**src/rtl/wm_cycle_runner.sv**
```systemverilog
// wm_cycle_runner: timed wash -> rinse -> spin programme sequencer for one washing machine,
// driving actuator enables and reporting phase and minutes left.
module wm_cycle_runner #(
   parameter int TICK_DIV = 4,
   parameter int MAX_LOAD = 20
) (
   input  logic       clk,
   input  logic       rst_n,
   input  logic       start,
   input  logic       pause,
   input  logic       abort,
   input  logic [4:0] wash_time,
   input  logic [4:0] rinse_time,
   input  logic [4:0] spin_time,
   input  logic [4:0] cloth_load,
   output logic [2:0] state,
   output logic [4:0] remaining,
   output logic       busy,
   output logic       done,
   output logic       err_overload,
   output logic       motor_en,
   output logic       water_valve,
   output logic       drain_pump,
   output logic       spin_hi
);
   localparam int PW = $clog2(TICK_DIV);
   localparam logic [PW-1:0] PRE_MAX = PW'(TICK_DIV - 1);
   typedef enum logic [2:0] {IDLE, WASH, RINSE, SPIN, DONE, FAULT} state_t;
   state_t st, st_n;
   logic [4:0] rem, rem_n, w_q, r_q, s_q, w_n, r_n, s_n;
   logic [PW-1:0] pre, pre_n;
   logic paused_q, run, tick, act;
   assign run  = st inside {WASH, RINSE, SPIN};
   assign tick = run && !paused_q && pre == PRE_MAX;
   always_ff @(posedge clk or negedge rst_n) begin
      if (!rst_n) begin
         st       <= IDLE;
         rem      <= '0;
         pre      <= '0;
         paused_q <= 1'b0;
         w_q      <= '0;
         r_q      <= '0;
         s_q      <= '0;
      end else begin
         st       <= st_n;
         rem      <= rem_n;
         pre      <= pre_n;
         paused_q <= pause;
         w_q      <= w_n;
         r_q      <= r_n;
         s_q      <= s_n;
      end
   end
   // zero-time phases are skipped within the same cycle, both at start and on phase end
   always_comb begin
      st_n  = st;
      rem_n = rem;
      pre_n = pre;
      w_n   = w_q;
      r_n   = r_q;
      s_n   = s_q;
      if (abort && st != IDLE) begin
         st_n  = IDLE;
         rem_n = '0;
         pre_n = '0;
      end else if (st == IDLE && start) begin
         w_n   = wash_time;
         r_n   = rinse_time;
         s_n   = spin_time;
         pre_n = '0;
         rem_n = '0;
         if (int'(cloth_load) > MAX_LOAD) st_n = FAULT;
         else if (wash_time != 5'd0) begin
            st_n  = WASH;
            rem_n = wash_time;
         end else if (rinse_time != 5'd0) begin
            st_n  = RINSE;
            rem_n = rinse_time;
         end else if (spin_time != 5'd0) begin
            st_n  = SPIN;
            rem_n = spin_time;
         end else st_n = DONE;
      end else if (st == DONE) st_n = IDLE;
      else if (run && !paused_q) begin
         pre_n = tick ? '0 : pre + 1'b1;
         if (tick && rem > 5'd1) rem_n = rem - 5'd1;
         else if (tick) begin
            if (st == WASH && r_q != 5'd0) begin
               st_n  = RINSE;
               rem_n = r_q;
            end else if (st != SPIN && s_q != 5'd0) begin
               st_n  = SPIN;
               rem_n = s_q;
            end else begin
               st_n  = DONE;
               rem_n = '0;
            end
         end
      end
   end
   assign act          = !paused_q;
   assign state        = st;
   assign remaining    = rem;
   assign busy         = run;
   assign done         = st == DONE;
   assign err_overload = st == FAULT;
   assign motor_en     = act && run;
   assign water_valve  = act && (st == WASH || st == RINSE);
   assign drain_pump   = act && (st == RINSE || st == SPIN);
   assign spin_hi      = act && st == SPIN;
endmodule

```
**config.mk**
```make
export PLATFORM = sky130hd
export DESIGN_NAME = wm_cycle_runner
export DESIGN_NICKNAME = d
export VERILOG_FILES = /design/src/rtl/wm_cycle_runner.sv
export SDC_FILE = /design/constraint.sdc
export NUM_CORES = 1
export LEC_CHECK = 0
export CAP_MARGIN = 25
export CORE_UTILIZATION = 52
export DETAILED_ROUTE_END_ITERATION = 8
export PLACE_DENSITY = 0.85
export SLEW_MARGIN = 20
export SYNTH_ARGS = -nofsm -noshare
export SYNTH_HDL_FRONTEND = slang
export SYNTH_SLANG_ARGS = --single-unit
```
**constraint.sdc**
```tcl
create_clock -name clk -period 5.8 [get_ports clk]
set_input_delay 1.16 -clock clk [delete_from_list [all_inputs] [get_ports clk]]
set_output_delay 1.16 -clock clk [all_outputs]
set_load 0.05 [all_outputs]
```
Yosys cells after proc, flatten, opt, wreduce, memory -nomap -nowiden

Cells that the tools add are included.
Widths: inputs -> output; s select.

Bits in registers: 21
Input bits: 25
Output and inout port bits: 15
Logic and storage cells: 78

$add $sub $neg: 2
Order comparisons: 2
Equality and inequality tests: 9
Mux-type cells: 29
Bitwise operators: 1
Reductions and logical operators: 29

Operator list:

| kind                | count |
|---|---|
| $mux 5              | 12 |
| $mux 3              | 12 |
| $reduce_bool 5->1   | 5 |
| $reduce_bool 4->1   | 3 |
| $logic_and 1x1->1   | 10 |
| $mux 2              | 5 |
| $reduce_bool 3->1   | 3 |
| $eq 3x2->1 const B  | 2 |
| $eq 3x3->1 const B  | 2 |
| $reduce_and 3->1    | 2 |
| $gt 5x1->1 const B  | 1 |
| $gt 5x5->1 const B  | 1 |
| $sub 5x1->5 const B | 1 |
| $ne 4x4->1 const B  | 1 |
| $reduce_and 2->1    | 2 |
| $eq 3x1->1 const B  | 1 |
| $logic_not 3->1     | 1 |
| $ne 3x1->1 const B  | 1 |
| $ne 3x2->1 const B  | 1 |
| $add 2x1->2 const B | 1 |
| $eq 2x2->1 const B  | 1 |
| $logic_or 1x1->1    | 2 |
| $logic_not 1->1     | 1 |
| $not 1->1           | 1 |

Logic depth before layout (Yosys ltp)

Depth after elaboration: 10
Gate-level depth with buffers: 9
Gate-level depth less buffers: 7

Least setup slack after synthesis

Ideal clock, no wire load.

Path type: flip-flop to output port
From: reg st[2], in the netlist state[2]
To: out err_overload
Arrival: 2.181 ns
Data required time: 4.640 ns
Path slack: 2.459 ns
Cell stages (with the launch flop): 3
Path buffers: 1
Cell sequence: dfrtp_1 > clkbuf_1 > nor3b_1

Longest elaborated chain between the ends: 1

Ends and longest elaborated chain:

| item                   | line | source |
|---|---|---|
| start, declared        | 29   | `state_t st, st_n;` |
| start signal, assigned | 45   | `st <= st_n;` |
| $eq 3x3->1             | 106  | `assign err_overload = st == FAULT;` |
| end, declared          | 20   | `output logic err_overload,` |

Every way passes these cells.

Final worst setup path

From: reg st[1], in the netlist state[1]
To: out water_valve

Longest elaborated chain between the ends: 3
Elaborated cells between the ends (all ways): 4
Classes of those cells: eq/ne (2); reduce/logical (2)

Ends and longest elaborated chain:

| item                                            | line | source |
|---|---|---|
| $eq 3x1->1 / $eq 3x2->1 (equally long branches) | 108  | `assign water_valve = act && (st == WASH \|\| st == RINSE);` |
| $logic_or 1x1->1 *                              | 108  |  |
| $logic_and 1x1->1 *                             | 108  |  |
| end, declared                                   | 22   | `output logic water_valve,` |

Mark *: on every way between the ends. The rest lies on a longest branch, timed or not.

==> flow_metrics.py <==
metrics = {
    "outcome": {
        "outcome": "finished clean",
    },
    "critical_path": {
        "crit_family": "buffers and inverters",
        "r2r_cells": 5,
        "path_buf_inv": 1,
        "max_stage_delay_ns": 0.82,
        "critPathMaxFanout": 14,
        "startpoint_type": "flip-flop",
        "slowest_stage": "clkdlybuf4s50_1",
        "path_class": "reg2out",
        "end_kind": "output pin",
        "cp.arrival_ns": 2.34,
        "path_cells": "or2_1 > nand2_1 > a21oi_1 > clkdlybuf4s50_1",
        "path_depth": 4,
        "cp.required_ns": 4.64,
    },
    "synth": {
        "synth_xor_area_share_pct": 1.756,
        "syn_avg_cell_area_um2": 7.876,
        "synth_seq_cells": 21,
        "synthFlopType": "dfrtp_1",
        "syn-cell-area_um2": 1496,
        "ys_warn_count": 0,
        "yosys.area_share.adder_pct": 2.508,
        "synth_compound_area_share_pct": 28.09,
        "synth.area.mux_share_pct": 0.7525,
        "synth-simple-area-share_pct": 26.17,
        "synth_cells": 190,
        "synth_top_family_by_area": "compound AO/OA/AOI/OAI gates",
        "async_flop_share_pct": 100.0,
        "syn_nets": 218,
        "synth_edf_count": 0,
        "synth_seq_area_share_pct": 35.12,
        "netlist-cell-type-count": 45,
    },
    "timing": {
        "whs_ns": 0.5481,
        "rsz0062_at_grt": "false",
        "period_share_pct": 60.37,
        "slew_headroom_pct": 51.13,
        "period_needed_ns": 3.502,
        "fin_setup_tns_ns": 0,
        "drv_slew": 0,
        "report.final.hold_viol_count": 0,
        "worst_pin_slew_ns": 0.7331,
        "fin_skew_ns": 0.01838,
        "setup_viol": 0,
        "max_freq_mhz": 285.6,
    },
    "cts": {
        "post_cts_resized": 0,
        "clock_latency_ns": 0.32,
        "path_clk_slew_ns": 0.13,
        "clk_root_buffer_cell": "clkbuf_4",
        "cts_tree": "built",
        "cts-hold-fix-buffers": 0,
        "cts_made_buffers": 3,
        "cts_setup_buffers": 0,
        "cts_buffer_depth": 2,
        "htreeDepth": 1,
        "cts.sinks": 21,
    },
    "floorplanning": {
        "io_pins": 40,
        "dieArea_um2": 3096,
        "initial_core_util_pct": 54.74,
        "coreArea_um2": 2734,
        "die_h_um": 55.65,
        "rows": 19,
        "die-width_um": 55.65,
    },
    "pwr": {
        "p_total_uw": 996.4,
        "seq_power_share_pct": 30.2,
        "pwr-share-comb_pct": 62.4,
        "switchingPower_uw": 526.5,
        "swShare_pct": 52.84,
        "power_density_nw_per_um2": 523.2,
        "p_int_uw": 469.9,
        "p_leak_nw": 0.8029,
        "pwr-share-clk_pct": 7.4,
        "vdd_drop_max_mv": 0.4688,
    },
    "global_routing": {
        "grt_pass1_wl_mm": 6.941,
        "grt_overflow_total": 0,
        "grt_util_met1_pct": 36.21,
        "grt_max_degree": 25,
        "grt_use_met2_pct": 46.99,
        "antenna_found_initial": 0,
        "grt_use_met3_pct": 5.349,
        "busiest_layer": "met2",
        "grt_usage_pct": 28.35,
        "grt_pass1_vias": 1571,
    },
    "route": {
        "antenna_left": 0,
        "wl_mm": 4.187,
        "first_pass_iters": 4,
        "drc_errors": 0,
        "wl_per_cell_um": 16.29,
        "viasPerCell": 6.370,
        "vias": 1637,
        "dr.first_iter.drc_count": 73,
    },
    "placement": {
        "dp.cells": 253,
        "io_buffers": 39,
        "hpwl_mm": 3.266,
        "place.gp.congestion": 0.9755,
    },
    "min_path": {
        "hold_depth": 2,
        "min_path_type": "reg2reg",
    },
    "cells_and_area": {
        "drive_gt1_share_pct": 4.425,
        "final_nets": 255,
        "n_antenna_cell": 0,
        "syn2layout_area_growth_pct": 27.26,
        "fin_cells": 257,
        "layout_common_cells": "38 x clkdlybuf4s50_1, 31 x nand2_1, 21 x dfrtp_1",
        "post-route-util_pct": 69.66,
        "final_common_cell": "clkdlybuf4s50_1",
    },
    "job": {
        "timing.max_cap.violations": 0,
    },
}
[cell usage after synthesis, types with 2 or more instances]
cell type / n / share of area [%]
o211ai_1: 3 / 1.5
o21ai_1: 5 / 1.7
inv_1: 9 / 2.3
and2_1: 5 / 2.1
nor3b_1: 3 / 1.5
a31o_2: 3 / 1.8
dfrtp_1: 21 / 35
o21ai_0: 14 / 4.7
o31ai_1: 3 / 1.5
ha_1: 3 / 2.5
nand2_1: 31 / 7.8
xor2_1: 2 / 1.2
a31oi_1: 5 / 2.1
nor2_1: 17 / 4.3
nand3_1: 3 / 1.0
buf_6: 2 / 1.5
a221oi_1: 6 / 3.5
a211oi_1: 2 / 1.0
nor3_1: 14 / 4.7
o21a_1: 2 / 1.0
buf_2: 3 / 1.0
a21oi_1: 9 / 3.0
and3b_1: 2 / 1.2
clkbuf_1: 2 / 0.50
[worst register-to-register path, cell delays in order, from the launching register on]
cell	delay, ns
dfrtp_1	0.50
ha_1	0.25
o21ai_0	0.56
nor2_1	0.21
nor3b_1	0.35
mux2_2	0.38
[power by group through the flow]
stage	logic [mW]	clock network (mW)	registers, mW
floorplan	0.400	0	0.345
global placement	0.606	0	0.297
detailed placement	0.619	0	0.302
CTS	0.621	0.0751	0.298
global route	0.676	0.0801	0.309
finish	0.622	0.0736	0.301
[per-layer routing]
layer / vias to the layer above / wire (µm)
met3: 11 / 277
met4: 0 / 82
li1: 776 / -
met1: 783 / 1810
met5: - / 0
met2: 67 / 2016
[stage by stage]
| stage | area (µm²) | setup WS [ns] |
|---|---|---|
| 3_5_place_dp | 1883 | 2.575 |
| 3_3_place_gp | 1876 | 2.493 |
| 4_1_cts | 1909 | 2.298 |
| 2_1_floorplan | 1496 | 2.459 |
| 5_1_grt | 1904 | 2.157 |
| 6_report | 1904 | 2.298 |
[registers in the layout (all words and copies together) (netlist names)]
| signal | count |
|---|---|
| remaining | 5 |
| state | 3 |
| pre | 2 |
| paused_q | 1 |
| r_q | 5 |
| s_q | 5 |
[worst paths after layout]
kind | startpoint | end | slack [ns]
max | state[1] | water_valve | 2.30
min | pre[1] | pre[1] | 0.55
max reg2reg | remaining[0] | state[1] | 3.44
min reg2reg | pre[1] | pre[1] | 0.55
max in group asynchronous | rst_n | s_q[0] | 4.67
min in group asynchronous | rst_n | pre[1] | 0.78
[cell type report]
| type | count | area [µm²] |
|---|---|---|
| timing repair buffer | 40 | 392.9 |
| multi-input combinational | 152 | 887.1 |
| clock buffer | 4 | 26.28 |
| fill | 233 | 829.5 |
| sequential | 21 | 525.5 |
| tap | 31 | 38.79 |
| inverter | 9 | 33.78 |
[cell families after synthesis]
| group | Yosys count |
|---|---|
| compound gates | 62 |
| xor+xnor | 3 |
| fa+ha+maj | 3 |
| buf+inv | 17 |
| flops | 21 |
| mux | 1 |
| simple gates | 83 |
Power figures use the tool's default switching activity.
